`config.mk`:
```
export PLATFORM = sky130hd
export DESIGN_NAME = load_store_unit
export DESIGN_NICKNAME = d
export VERILOG_FILES = /design/src/rtl/load_store_unit_pkg.sv /design/src/rtl/lsu_addr_gen.sv /design/src/rtl/load_store_unit.sv
export SDC_FILE = /design/constraint.sdc
export NUM_CORES = 1
export LEC_CHECK = 0
export CAP_MARGIN = 20
export CORE_UTILIZATION = 41
export CTS_CLUSTER_SIZE = 40
export DETAILED_ROUTE_END_ITERATION = 12
export PLACE_DENSITY_LB_ADDON = 0.3
export RECOVER_POWER = 100
export SLEW_MARGIN = 20
export SYNTH_ARGS = -nofsm -noshare
export SYNTH_HDL_FRONTEND = slang
export SYNTH_SLANG_ARGS = --single-unit
```
`constraint.sdc`:
```
create_clock -name clk -period 3.9 [get_ports clk]
set_clock_uncertainty 0.2 [all_clocks]
set_input_delay 0.39 -clock clk [delete_from_list [all_inputs] [get_ports clk]]
set_output_delay 0.39 -clock clk [all_outputs]
set_load 0.03 [all_outputs]
```
`src/rtl/load_store_unit_pkg.sv`:
```
// Shared definitions for the data-memory load/store initiator and the data memory.
package load_store_unit_pkg;

  localparam int MEM_DEPTH_DEF = 33;

  localparam logic [5:0] OP_LW  = 6'b100011;
  localparam logic [5:0] OP_SW  = 6'b101011;
  localparam logic [5:0] OP_NOP = 6'b000000;

  typedef enum logic [1:0] {
    ST_IDLE   = 2'd0,
    ST_ACCESS = 2'd1,
    ST_RESP   = 2'd2
  } lsu_state_e;

  function automatic logic is_mem_op(input logic [5:0] op);
    return (op == OP_LW) || (op == OP_SW);
  endfunction

endpackage

```
`src/rtl/lsu_addr_gen.sv`:
```
// Word-address generation: base + sign-extended offset, with an unsigned range check.
module lsu_addr_gen
  import load_store_unit_pkg::*;
#(
  parameter int MEM_DEPTH = MEM_DEPTH_DEF
) (
  input  logic        [31:0] base,
  input  logic signed [15:0] offset,
  output logic        [31:0] addr,
  output logic               out_of_range
);

  localparam logic [31:0] DEPTH = 32'(MEM_DEPTH);

  always_comb begin
    addr         = base + {{16{offset[15]}}, offset};
    out_of_range = (addr >= DEPTH);
  end

endmodule

```
`src/rtl/load_store_unit.sv`:
```
// Load/store initiator: one LW/SW per transaction, a single registered memory access
// window, then a one-cycle response pulse to writeback.
module load_store_unit
  import load_store_unit_pkg::*;
#(
  parameter int MEM_DEPTH   = MEM_DEPTH_DEF,
  parameter int WAIT_CYCLES = 0
) (
  input  logic               clk,
  input  logic               rst,
  input  logic               req_valid,
  output logic               req_ready,
  input  logic        [5:0]  req_opcode,
  input  logic        [31:0] req_base,
  input  logic signed [15:0] req_offset,
  input  logic        [31:0] req_rt_data,
  input  logic        [4:0]  req_rt_idx,
  output logic        [5:0]  mem_opcode,
  output logic        [31:0] mem_addr,
  output logic        [31:0] mem_wdata,
  input  logic        [31:0] mem_rdata,
  output logic               resp_valid,
  output logic        [31:0] resp_data,
  output logic        [4:0]  resp_rt_idx,
  output logic               resp_is_load,
  output logic               fault
);

  lsu_state_e  state;
  logic [3:0]  wait_cnt;
  logic [31:0] addr_calc;
  logic        addr_oor;
  logic        supported;

  lsu_addr_gen #(.MEM_DEPTH(MEM_DEPTH)) u_addr_gen (
    .base         (req_base),
    .offset       (req_offset),
    .addr         (addr_calc),
    .out_of_range (addr_oor)
  );

  assign supported = is_mem_op(req_opcode);
  assign req_ready = (state == ST_IDLE);

  always_ff @(posedge clk or posedge rst) begin
    if (rst) begin
      state        <= ST_IDLE;
      wait_cnt     <= '0;
      mem_opcode   <= OP_NOP;
      mem_addr     <= '0;
      mem_wdata    <= '0;
      resp_valid   <= 1'b0;
      resp_data    <= '0;
      resp_rt_idx  <= '0;
      resp_is_load <= 1'b0;
      fault        <= 1'b0;
    end else begin
      case (state)
        ST_IDLE: begin
          if (req_valid) begin
            resp_rt_idx  <= req_rt_idx;
            resp_is_load <= (req_opcode == OP_LW);
            resp_data    <= '0;
            // Faulting requests never reach the memory port.
            if (!supported || addr_oor) begin
              fault      <= 1'b1;
              resp_valid <= 1'b1;
              state      <= ST_RESP;
            end else begin
              fault      <= 1'b0;
              mem_opcode <= req_opcode;
              mem_addr   <= addr_calc;
              mem_wdata  <= req_rt_data;
              wait_cnt   <= 4'(WAIT_CYCLES);
              state      <= ST_ACCESS;
            end
          end
        end
        ST_ACCESS: begin
          if (wait_cnt != 4'd0) begin
            wait_cnt <= wait_cnt - 4'd1;
          end else begin
            if (resp_is_load) resp_data <= mem_rdata;
            mem_opcode <= OP_NOP;
            resp_valid <= 1'b1;
            state      <= ST_RESP;
          end
        end
        ST_RESP: begin
          resp_valid <= 1'b0;
          state      <= ST_IDLE;
        end
        default: state <= ST_IDLE;
      endcase
    end
  end

endmodule

```
==> impl_metrics.tcl <==
set metrics [dict create \
    grt_use_met1_pct 29.5 \
    fmax_ghz 0.263 \
    io_buffers 236 \
    end_kind "register" \
    antenna_left 0 \
    synth_edf_count 0 \
    clk_path_buf_depth 2 \
    drt-wirelength-per-cell_um 16.6 \
    fp.coreArea_sq_um 15900 \
    ys_warn_count 0 \
    gp_congestion 0.916 \
    outcome "finished with violations" \
    syn_nets 853 \
    drv_slew 121 \
    row_count 46 \
    route.detailed.drc 0 \
    path_clk_slew_ps 60 \
    fin_util_pct 71.6 \
    dr.pass1.iters 6 \
    die_x_um 130 \
    postCtsHoldBufs 0 \
    clk_latency_ps 400 \
    setup_violations 0 \
    setup_ws_ps 100 \
    power.switching_uw 1640 \
    violations "max-capacitance violations, max-slew violations" \
    clock_sinks 116 \
    nets 1223 \
    leakage_uw 0.00553 \
    mostFrequentLayoutCell "buf_4" \
    hpwl_um 15700 \
    drive_above_1_share_pct 26.5 \
    grt.overflow.total 0 \
    cp-start-kind "input pin" \
    netlist_instances 693 \
    first_global_vias 6585 \
    cts_tree "yes" \
    relSlewSlack_pct -60.7 \
    use_met3_pct 5.33 \
    power_frac_clock_pct 32.9 \
    worstSetupPathType "input pin to register" \
    globalRoute.busiestLayer "met2" \
    drt-total-wl_um 21500 \
    intPower_uw 3100 \
    ios 237 \
    antennaDiodeCount 0 \
    tightest_slew_ps 2400 \
    post-route-min-period_ps 3800 \
    hold_class "input pin to register" \
    cts-root-buf "clkbuf_16" \
    antenna_found_initial 0 \
    grt_max_degree 65 \
    die_y_um 130 \
    seqPwrFrac_pct 30.7 \
    syn_area_sq_um 6690 \
    fillers 1154 \
    initial_utilization_pct 42.1 \
    critical_path_arrival_ps 3880 \
    synth_cell_types 63 \
    synth_area_per_cell_sq_um 9.65 \
    synth_seq_cells 116 \
    hold_viol_final 0 \
    vdd_drop_max_mv 0.349 \
    sw_frac_of_total_pct 34.6 \
    post-route-period-util_pct 97.4 \
    mostFrequentLayoutCells "134 x buf_4, 117 x nand2_1, 116 x dfrtp_1" \
    crit_required_ps 3980 \
    dr.first_iter.drc_count 267 \
    die_area_sq_um 16800 \
    via_per_inst 5.14 \
    ys_seq_area_share_pct 43.4 \
    synthFlopType "dfrtp_1" \
    async_reset_ff_share_pct 100 \
    vias 6631 \
    cts-buffers-inserted 17 \
    area_growth_pct 70.0 \
    grt_use_met2_pct 44.9 \
    crit_fanout 18 \
    grt_pass1_wl_um 33000 \
    cap_violations 2 \
    post-place-ws_ps -541 \
    grt.total_usage_pct 25.4 \
    p_per_area_nw_per_um2 416 \
    p_comb_share_pct 36.3 \
    htree_levels 4 \
]
[synthesized netlist by cell type, types with 3 or more instances]
| library cell | number | area share, % |
|---|---|---|
| o2111ai_1 | 3 | 0.39 |
| mux2_4 | 37 | 8.3 |
| and2_1 | 30 | 2.8 |
| a21oi_1 | 37 | 2.8 |
| nand2_1 | 117 | 6.6 |
| nor2_1 | 30 | 1.7 |
| or4_1 | 3 | 0.34 |
| inv_1 | 22 | 1.2 |
| a211oi_1 | 5 | 0.56 |
| ha_1 | 33 | 6.2 |
| a31oi_1 | 5 | 0.47 |
| nand3_1 | 12 | 0.90 |
| and3_1 | 8 | 0.75 |
| xnor2_1 | 11 | 1.4 |
| nor3_1 | 15 | 1.1 |
| o221ai_1 | 3 | 0.39 |
| nor4_1 | 3 | 0.28 |
| o21a_1 | 6 | 0.67 |
| nand2b_1 | 3 | 0.28 |
| dfrtp_1 | 116 | 43 |
| o211ai_1 | 6 | 0.67 |
| o21ai_0 | 56 | 4.2 |
| o21bai_1 | 4 | 0.45 |
| a21boi_0 | 6 | 0.67 |
| o31ai_1 | 4 | 0.45 |
| nand4_1 | 12 | 1.1 |
| o22ai_1 | 3 | 0.28 |
| nor2b_1 | 6 | 0.56 |
| a31o_2 | 3 | 0.39 |
| buf_6 | 6 | 1.0 |
| mux2i_1 | 3 | 0.45 |
| a21o_1 | 10 | 1.1 |
| or3_1 | 5 | 0.47 |
| clkbuf_1 | 27 | 1.5 |
| xor2_1 | 6 | 0.79 |
[through the flow]
step | area (sq um) | TNS, ps | hold WS [ps] | instances | total power [uW]
after floorplan | 6740 | 0 | 286 | 693 | 2390
after global placement | 10200 | -31070 | 257 | 1243 | 3130
after detailed placement | 10200 | -34420 | 261 | 1243 | 3160
after CTS | 11100 | 0 | 177 | 1289 | 4760
after global routing | 11400 | -231 | 179 | 1291 | 4980
final | 11400 | 0 | 186 | 1291 | 4740
[state kept, by name (all words and copies together), names as in the netlist]
register	count
fault	1
mem_wdata	32
wait_cnt	4
mem_addr	32
resp_valid	1
state	2
resp_data	32
mem_opcode	6
resp_rt_idx	5
resp_is_load	1
[cell type report]
type	count	area [sq um]	area share (%)
clock buffers	18	439	3.86
well taps	216	270	2.38
clock inverters	13	159	1.40
inverters	22	83.8	0.737
repair buffers	384	3570	31.4
flip-flops and latches	116	2900	25.5
multi-input cells	522	3950	34.7
[logic make-up (layout without fill, tap and decap cells)]
logic type	Yosys count	in the layout	share of synthesized area, %
simple gates	260	260	19.1
compound gates	169	169	16.0
flops	116	116	43.4
buf+inv	55	437	3.76
mux	42	42	9.09
fa+ha+maj	34	34	6.47
xor+xnor	17	17	2.23
[power groups by stage]
| stage | logic [uW] | clock network [uW] | registers, uW |
|---|---|---|---|
| after CTS | 1720 | 1580 | 1460 |
| final | 1720 | 1560 | 1460 |
| after detailed placement | 1680 | 0 | 1480 |
| after floorplan | 689 | 0 | 1700 |
| after global placement | 1660 | 0 | 1470 |
| after global routing | 1870 | 1640 | 1470 |
[critical path, stage by stage]
cell and delay, ps:
clkdlybuf4s50_1 510, ha_4 230, a21o_1 210, o21ba_2 280, o21a_1 150, a21oi_1 90
or3_1 320, a22o_1 210, or4_4 520, nor4_4 220, nand2_4 120, buf_6 150
buf_12 150, mux2_4 300
[worst paths after layout]
| path | from | to | slack, ps | depth (start not counted) |
|---|---|---|---|---|
| max reg2reg | state[0] | resp_data[5] | 750 | 6 |
| max in group asynchronous | rst | mem_opcode[0] | 750 | 3 |
| min reg2reg | resp_rt_idx[4] | resp_rt_idx[4] | 270 | 2 |
| min in group asynchronous | rst | mem_wdata[9] | 890 | 2 |
| max | req_base[8] | mem_wdata[1] | 100 | 14 |
| min | req_base[0] | mem_addr[0] | 190 | 3 |
[metal layers]
metal / part of all wire, % / vias up
met4: 3.3 / 0
met5: 0 / -
li1: - / 3228
met3: 6.1 / 44
met1: 40 / 3147
met2: 50 / 212
[repair_timing]
action,CTS,global route
buffers inserted,11,2
resized for setup,50,46
setup endpoints to repair,42,74
cloned,4,0
pin swaps,18,19
endpoints found under the hold margin,0,0
No activity file was read; power rests on OpenSTA's default activity.
